[src/rtl/sid_i2s_tx.sv]
// SID mixer output to Philips I2S: 16-bit slots, same word on left and right, one-deep sample buffer.
// Latency: a sample buffered while empty is the left MSB in slot 1 of the next frame; no backpressure, overrun/underrun pulses flag rate mismatch.
module sid_i2s_tx #(
    parameter int CLK_DIV = 4
) (
    input  logic        clk,
    input  logic        n_reset,
    input  logic [15:0] sample_in,
    input  logic        sample_valid,
    input  logic        enable,
    output logic        i2s_sclk,
    output logic        i2s_lrck,
    output logic        i2s_sd,
    output logic        frame_start,
    output logic        overrun,
    output logic        underrun
);

    logic [7:0]  div_cnt;
    logic [4:0]  slot;
    logic [15:0] hold;
    logic [15:0] word;
    logic        hold_full;

    logic        div_tc;
    logic        sclk_fall;
    logic [4:0]  slot_nxt;
    logic        load;
    logic [3:0]  bit_idx;

    assign div_tc    = (div_cnt == 8'(CLK_DIV - 1));
    assign sclk_fall = div_tc & i2s_sclk;
    assign slot_nxt  = slot + 5'd1;
    assign load      = sclk_fall & (slot_nxt == 5'd0);
    // Slot s carries word bit (16 - s) mod 16; slot 0 reads the outgoing word's LSB before the load lands.
    assign bit_idx   = 4'd0 - slot_nxt[3:0];

    always_ff @(posedge clk or negedge n_reset) begin
        if (!n_reset) begin
            div_cnt     <= 8'd0;
            slot        <= 5'd31;
            i2s_sclk    <= 1'b0;
            i2s_lrck    <= 1'b0;
            i2s_sd      <= 1'b0;
            frame_start <= 1'b0;
            overrun     <= 1'b0;
            underrun    <= 1'b0;
            hold        <= 16'd0;
            hold_full   <= 1'b0;
            word        <= 16'd0;
        end else if (!enable) begin
            div_cnt     <= 8'd0;
            slot        <= 5'd31;
            i2s_sclk    <= 1'b0;
            i2s_lrck    <= 1'b0;
            i2s_sd      <= 1'b0;
            frame_start <= 1'b0;
            overrun     <= 1'b0;
            underrun    <= 1'b0;
            hold_full   <= 1'b0;
        end else begin
            frame_start <= load;
            underrun    <= load & ~hold_full;
            overrun     <= sample_valid & hold_full & ~load;

            div_cnt <= div_tc ? 8'd0 : div_cnt + 8'd1;
            if (div_tc)
                i2s_sclk <= ~i2s_sclk;

            if (sclk_fall) begin
                slot     <= slot_nxt;
                i2s_lrck <= slot_nxt[4];
                i2s_sd   <= word[bit_idx];
            end

            if (load && hold_full) begin
                word      <= hold;
                hold_full <= 1'b0;
            end

            // A strobe coinciding with the load refills the buffer after the old contents moved out.
            if (sample_valid) begin
                hold      <= sample_in ^ 16'h8000;
                hold_full <= 1'b1;
            end
        end
    end

endmodule

[config.mk]
export PLATFORM = sky130hd
export DESIGN_NAME = sid_i2s_tx
export DESIGN_NICKNAME = d
export VERILOG_FILES = /design/src/rtl/sid_i2s_tx.sv
export SDC_FILE = /design/constraint.sdc
export NUM_CORES = 1
export LEC_CHECK = 0
export CAP_MARGIN = 10
export CORE_MARGIN = 2
export CORE_UTILIZATION = 30
export CTS_BUF_LIST = sky130_fd_sc_hd__clkbuf_4 sky130_fd_sc_hd__clkbuf_8
export CTS_CLUSTER_SIZE = 25
export DETAILED_ROUTE_END_ITERATION = 10
export GPL_ROUTABILITY_DRIVEN = 0
export GPL_TIMING_DRIVEN = 0
export PLACE_DENSITY = 0.5
export REMOVE_ABC_BUFFERS = 1
export SLEW_MARGIN = 15
export SYNTH_ARGS = -nofsm -noshare
export SYNTH_HDL_FRONTEND = slang
export SYNTH_SLANG_ARGS = --single-unit
[constraint.sdc]
create_clock -name clk -period 2.4 [get_ports clk]
set_clock_uncertainty 0.15 [all_clocks]
set_input_delay 0.24 -clock clk [delete_from_list [all_inputs] [get_ports clk]]
set_output_delay 0.24 -clock clk [all_outputs]
set_load 0.005 [all_outputs]
### Word-level counts from Yosys, hierarchy flattened

Cells that the tools add are included.

| storage, ports and cells | value |
|---|---|
| bits in registers | 52 |
| bits of input ports | 20 |
| word-level logic and storage cells | 50 |

| cells by class | value |
|---|---|
| add/sub/neg operators | 3 |
| order comparisons | 1 |
| equal/unequal tests | 4 |
| multiplexer cells | 18 |
| bitwise operators | 9 |
| reductions and logical operators | 4 |

Operators by type and width:

| kind | count |
|---|---|
| 8-bit two-way mux | 2 |
| 1-bit two-way mux | 13 |
| 5-bit two-way mux | 2 |
| 8-bit by 1-bit adder with 8-bit output, second input constant | 1 |
| 8-bit by 2-bit == test with 1-bit output, second input constant | 1 |
| 5-bit by 1-bit adder with 5-bit output, second input constant | 1 |
| 1-bit AND | 5 |
| 5-bit zero test | 1 |
| 4-bit by 5-bit less-than comparator with 1-bit output, second input constant | 1 |
| 1-bit binary-select mux with 4-bit select | 1 |
| 2-bit by 1-bit != test with 1-bit output, second input constant | 2 |
| 1-bit NOT | 4 |
| 2-bit AND reduction | 2 |
| 1-bit by 4-bit subtractor with 4-bit output, first input constant | 1 |
| 3-bit by 2-bit != test with 1-bit output, second input constant | 1 |
| 1-bit logical AND | 1 |

### Depth between registers and ports, before layout

| depth | value |
|---|---|
| depth after elaboration | 7 |
| mapped depth | 7 |
| depth with buffers taken out | 6 |

### Worst setup path before layout

Ideal clock, no wire load.

| timing | value |
|---|---|
| path type | register to register |
| start | register slot[1] |
| end | register i2s_sd |
| library setup time | 0.101 ns |
| data arrival time | 1.944 ns |
| slack | 0.206 ns |
| stages on the path, launching flop included | 7 |
| path buffers | 0 |
| clock period less this slack | 2.194 ns |
| cells stage by stage | dfstp_2 -> ha_1 -> or3_4 -> o2111a_1 -> a2111oi_0 -> a211oi_1 -> o32ai_1 |

| on the way | value |
|---|---|
| word-level cells in the longest chain between the ends | 6 |

Ends and longest elaborated chain:

| item | RTL line | text |
|---|---|---|
| from (decl) | 20 | `logic [4:0] slot;` |
| from (signal assigned) | 71 | `slot <= slot_nxt;` |
| 5-bit by 1-bit adder with 5-bit output | 33 | `assign slot_nxt = slot + 5'd1;` |
| 1-bit by 4-bit subtractor with 4-bit output | 36 | `assign bit_idx = 4'd0 - slot_nxt[3:0];` |
| 1-bit binary-select mux with 4-bit select | 73 | `i2s_sd <= word[bit_idx];` |
| 1-bit two-way mux (not written as such) | 73 |  |
| 1-bit two-way mux | 70 | `if (sclk_fall) begin` |
| 1-bit two-way mux | 51 | `end else if (!enable) begin` |
| to (signal assigned) | 73 |  |
| to (decl) | 13 | `output logic i2s_sd,` |

No other way between the ends. The select of a mux whose other input is x is not followed.
A chain may end at the register's enable or synchronous reset.

### Final worst setup path

| timing | value |
|---|---|
| start | register slot[0] |
| end | register i2s_sd |

Same word-level chain as after synthesis.

==> impl_results.html <==
<table>
<tr><th>Metric</th><th>Value</th></tr>
<tr><th colspan="2">Route</th></tr>
<tr><td>Number of vias after detailed routing</td><td>around 1400</td></tr>
<tr><td>Number of vias per cell</td><td>4.62</td></tr>
<tr><td>Number of nets still failing antenna checks after routing</td><td>0</td></tr>
<tr><td>Average wire per standard cell</td><td>12.5 um</td></tr>
<tr><td>1st-iter DRT viols</td><td>48</td></tr>
<tr><td>Total iterations of the first detailed-routing run</td><td>4</td></tr>
<tr><td>DRC violations left</td><td>0</td></tr>
<tr><td>Wire length after detailed routing</td><td>between 3000 and 4000 um</td></tr>
<tr><th colspan="2">Synth</th></tr>
<tr><td>Number of enable flip-flop cells after synthesis</td><td>0</td></tr>
<tr><td>Number of distinct library cells after synthesis</td><td>39</td></tr>
<tr><td>Most used flip-flop cell after synthesis</td><td>sky130_fd_sc_hd__dfrtp_1</td></tr>
<tr><td>Synth async-reset ratio</td><td>100%</td></tr>
<tr><td>Portion of synthesized cell area occupied by the leading cell type</td><td>50.1%</td></tr>
<tr><td>Synthesized instance count</td><td>179</td></tr>
<tr><td>Cell type contributing the most total cell area after synthesis</td><td>sky130_fd_sc_hd__dfrtp_1</td></tr>
<tr><td>Largest cells by area after synthesis</td><td>sky130_fd_sc_hd__dfrtp_1 (50%), sky130_fd_sc_hd__mux2_2 (15%), sky130_fd_sc_hd__dfstp_2 (5.6%)</td></tr>
<tr><td>Synth Warn #</td><td>0</td></tr>
<tr><td>Mean cell area of the mapped netlist</td><td>13.1 um^2</td></tr>
<tr><td>Post-synthesis sequential element count</td><td>between 50 and 60</td></tr>
<tr><td>Synthesized cell area</td><td>0.00235 mm^2</td></tr>
<tr><td>Proportion of synthesized chip area in sequential cells</td><td>a little under three fifths</td></tr>
<tr><th colspan="2">Final layout</th></tr>
<tr><td>Share of post-route cells with drive strength above 1</td><td>29.5%</td></tr>
<tr><td>Filler cell count in the final layout</td><td>765</td></tr>
<tr><td>Area growth from synthesis to layout</td><td>20.8%</td></tr>
<tr><td>Final cell count without fillers</td><td>309</td></tr>
<tr><td># diodes</td><td>0</td></tr>
<tr><td>Net count, final</td><td>between 200 and 250</td></tr>
<tr><th colspan="2">Clocking</th></tr>
<tr><td>Number of levels the H-tree was split into</td><td>2</td></tr>
<tr><td>CTS sink count</td><td>52</td></tr>
<tr><td>Source-to-sink clock delay at the later pin of the worst-skew pair</td><td>300 ps</td></tr>
<tr><td>Largest buffer count on any clock path</td><td>2</td></tr>
<tr><td>Number of CTS-inserted buffers</td><td>5</td></tr>
<tr><td>Clock root buffer</td><td>sky130_fd_sc_hd__clkbuf_8</td></tr>
<tr><td>TritonCTS clock tree</td><td>done</td></tr>
<tr><td>Post-CTS clock slew at the launch and capture registers of the worst setup and hold paths</td><td>about 90 ps</td></tr>
<tr><th colspan="2">Setup path</th></tr>
<tr><td>Critical path fanouts, max</td><td>8</td></tr>
<tr><td>Endpoint required time on the critical path</td><td>2460 ps</td></tr>
<tr><td>Start point of the critical path</td><td>slot[0]</td></tr>
<tr><td>Type of the worst setup path</td><td>flip-flop to flip-flop</td></tr>
<tr><td>Startpoint Class</td><td>flip-flop</td></tr>
<tr><td>Arrival time at the worst endpoint</td><td>2350 ps</td></tr>
<tr><td>Reg-to-reg critical path startpoint</td><td>slot[0]</td></tr>
<tr><td>Critical path capture point type</td><td>flip-flop</td></tr>
<tr><th colspan="2">Timing</th></tr>
<tr><td>Worst Setup Slack, final</td><td>112 ps</td></tr>
<tr><td>Count of endpoints failing hold in the final timing report</td><td>0</td></tr>
<tr><td>Slew at the pin closest to its max-slew limit</td><td>~730 ps</td></tr>
<tr><td>Remaining max-slew budget at the tightest pin</td><td>approximately 51%</td></tr>
<tr><td>Min Tclk post-route</td><td>approximately 2300 ps</td></tr>
<tr><td>Setup-violating endpoint count in the final report</td><td>0</td></tr>
<tr><td>Maximum achievable frequency</td><td>437 MHz</td></tr>
<tr><td>Final Cycle Share</td><td>between 90% and 100%</td></tr>
<tr><td>Unrepaired setup endpoints after global routing</td><td>false</td></tr>
<tr><td>Hold WS</td><td>340 ps</td></tr>
<tr><td>Final Max Slew Viols</td><td>0</td></tr>
<tr><th colspan="2">Power and ir drop</th></tr>
<tr><td>Peak supply drop</td><td>331 uV</td></tr>
<tr><td>Power Total</td><td>0.00164 W</td></tr>
<tr><td>Power density of the placed cells</td><td>579 mW/mm^2</td></tr>
<tr><td>Leakage Power</td><td>1.24 nW</td></tr>
<tr><th colspan="2">GRT</th></tr>
<tr><td>Maximum number of pins on one net before global-route repair</td><td>53</td></tr>
<tr><td>Via count of the first global-routing pass</td><td>1488</td></tr>
<tr><td>Wire length of the first global-routing pass</td><td>6960 um</td></tr>
<tr><td>Number of antenna violations at the first check in global routing</td><td>0</td></tr>
<tr><td>GRT Util Overall</td><td>10.2%</td></tr>
<tr><td>Congestion Overflow GR</td><td>0</td></tr>
<tr><th colspan="2">Placement</th></tr>
<tr><td>Worst setup slack before clock tree synthesis</td><td>-261 ps</td></tr>
<tr><td>Detailed placement HPWL</td><td>2620 um</td></tr>
<tr><td>Placed cell count</td><td>a little under 300</td></tr>
<tr><td>Number of buffers added on ports</td><td>25</td></tr>
<tr><th colspan="2">Worst hold path</th></tr>
<tr><td>Type of the tightest min-delay check</td><td>flip-flop to flip-flop</td></tr>
<tr><td>Hold Startpoint</td><td>div_cnt[0]</td></tr>
<tr><th colspan="2">Floorplan</th></tr>
<tr><td>Die area</td><td>0.00855 mm^2</td></tr>
<tr><td>Width of the chip</td><td>around 92 um</td></tr>
<tr><td>Initial standard-cell utilization of the core</td><td>30.7%</td></tr>
<tr><td>Number of placement rows</td><td>32</td></tr>
<tr><td># IOs</td><td>26</td></tr>
<tr><td>Die extent in y</td><td>92.5 um</td></tr>
<tr><td>Area of the core region</td><td>between 0.007 and 0.008 mm^2</td></tr>
<tr><th colspan="2">Run</th></tr>
<tr><td>Max capacitance violation total</td><td>0</td></tr>
<tr><th colspan="2">Status</th></tr>
<tr><td>Outcome</td><td>completed</td></tr>
</table>
## where the power goes
part	switching, W	internal, W
Clock	0.000281	0.000246
Sequential	0.0000319	0.000934
Combinational	0.0000606	0.0000902
## critical path: stages, from the launching register on
cell	delay, ps
sky130_fd_sc_hd__dfstp_4	640
sky130_fd_sc_hd__ha_4	230
sky130_fd_sc_hd__or3_4	340
sky130_fd_sc_hd__o2111a_1	170
sky130_fd_sc_hd__a2111oi_1	290
sky130_fd_sc_hd__a211oi_1	100
sky130_fd_sc_hd__o32ai_1	270
## sequential cells by signal, indices dropped and copies added, names as in the netlist
signal	flops
i2s_sclk	1
word	16
hold_full	1
slot	5
overrun	1
hold	16
frame_start	1
i2s_lrck	1
div_cnt	8
i2s_sd	1
underrun	1
## timing repair
item / in CTS / in global routing
gates resized for setup: 5 / 5
hold buffers: 1 / 0
setup buffers: 1 / 1
setup endpoints to repair: 17 / 17
hold endpoints to repair: 47 / 0
pin swaps: 0 / 1
## synth_stat cells, types with 2 or more instances
cell type	number
sky130_fd_sc_hd__xor2_1	5
sky130_fd_sc_hd__o21ai_0	4
sky130_fd_sc_hd__and2_1	2
sky130_fd_sc_hd__clkbuf_1	3
sky130_fd_sc_hd__xnor2_1	6
sky130_fd_sc_hd__nand2_1	16
sky130_fd_sc_hd__dfstp_2	5
sky130_fd_sc_hd__nor2_1	8
sky130_fd_sc_hd__nand2b_1	2
sky130_fd_sc_hd__buf_2	2
sky130_fd_sc_hd__buf_6	2
sky130_fd_sc_hd__ha_1	2
sky130_fd_sc_hd__and3_1	5
sky130_fd_sc_hd__nand3_1	5
sky130_fd_sc_hd__a2111oi_0	2
sky130_fd_sc_hd__a21oi_1	2
sky130_fd_sc_hd__nor2b_1	3
sky130_fd_sc_hd__nand4_1	2
sky130_fd_sc_hd__mux4_2	4
sky130_fd_sc_hd__a211oi_1	2
sky130_fd_sc_hd__inv_1	3
sky130_fd_sc_hd__dfrtp_1	47
sky130_fd_sc_hd__mux2_2	31
## routing by layer
layer / vias up / wire, um / GRT usage (%)
met5: - / 0 / 0
met4: 0 / 48 / 2.99
met3: 4 / 119 / 2.69
met2: 21 / 1850 / 16.6
met1: 718 / 1860 / 13.4
li1: 684 / - / -
## layout make-up
cell class                      instances  area [um^2]  area share (%)
Clock buffer                            7         90.1            3.18
Inverter                                3         11.3           0.397
Clock inverter                          1         7.51           0.265
Multi-Input combinational cell        116         1000            35.4
Timing Repair Buffer                   28          285            10.1
Sequential cell                        52         1310            46.2
Tap cell                              102          128            4.50
## through the flow
| step | setup TNS [ps] | utilization (%) | instance area [um^2] |
|---|---|---|---|
| after floorplan | 0 | - | 2300 |
| after detailed placement | -4260 | 34.9 | 2670 |
| final | 0 | 37.1 | 2840 |
| after global placement | -40550 | 35.0 | 2680 |
| after global routing | 0 | 37.1 | 2840 |
| after CTS | -13.6 | 36.6 | 2800 |
## layout by cell type (no fill, tap or decap), types with 2 or more instances in the layout
cell type / instances
sky130_fd_sc_hd__a211oi_1: 2
sky130_fd_sc_hd__nand2_1: 16
sky130_fd_sc_hd__buf_4: 2
sky130_fd_sc_hd__dfstp_2: 4
sky130_fd_sc_hd__clkbuf_8: 6
sky130_fd_sc_hd__a21oi_1: 2
sky130_fd_sc_hd__nand2b_1: 2
sky130_fd_sc_hd__nor2b_1: 3
sky130_fd_sc_hd__o21ai_1: 2
sky130_fd_sc_hd__mux4_2: 4
sky130_fd_sc_hd__xor2_1: 5
sky130_fd_sc_hd__dfrtp_1: 47
sky130_fd_sc_hd__clkdlybuf4s50_1: 24
sky130_fd_sc_hd__mux2_2: 31
sky130_fd_sc_hd__nor2_1: 8
sky130_fd_sc_hd__o21ai_0: 2
sky130_fd_sc_hd__xnor2_1: 6
sky130_fd_sc_hd__nand3_1: 5
sky130_fd_sc_hd__and3_1: 4
sky130_fd_sc_hd__and2_1: 2
sky130_fd_sc_hd__nand4_1: 2
sky130_fd_sc_hd__inv_1: 3
## final timing paths
check	endpoint	slack [ps]	cells past startpoint
setup reg to reg	i2s_sd	110	6
min in group asynchronous	div_cnt[3]	360	2
setup / recovery	i2s_sd	110	6
hold reg to reg	div_cnt[0]	340	1
max in group asynchronous	word[0]	1310	2
hold / removal	div_cnt[0]	340	1
## cells by family (layout without fill, tap and decap cells)
kind of cell	after synthesis	in the layout	share of synthesized area [%]
flops	52	52	55.7
buf+inv	11	39	2.66
fa+ha+maj	2	2	1.07
compound gates	16	16	5.11
simple gates	51	51	12.3
xor+xnor	11	11	4.10
mux	36	36	19.1
Note: power is estimated with default switching activity, not from simulation.
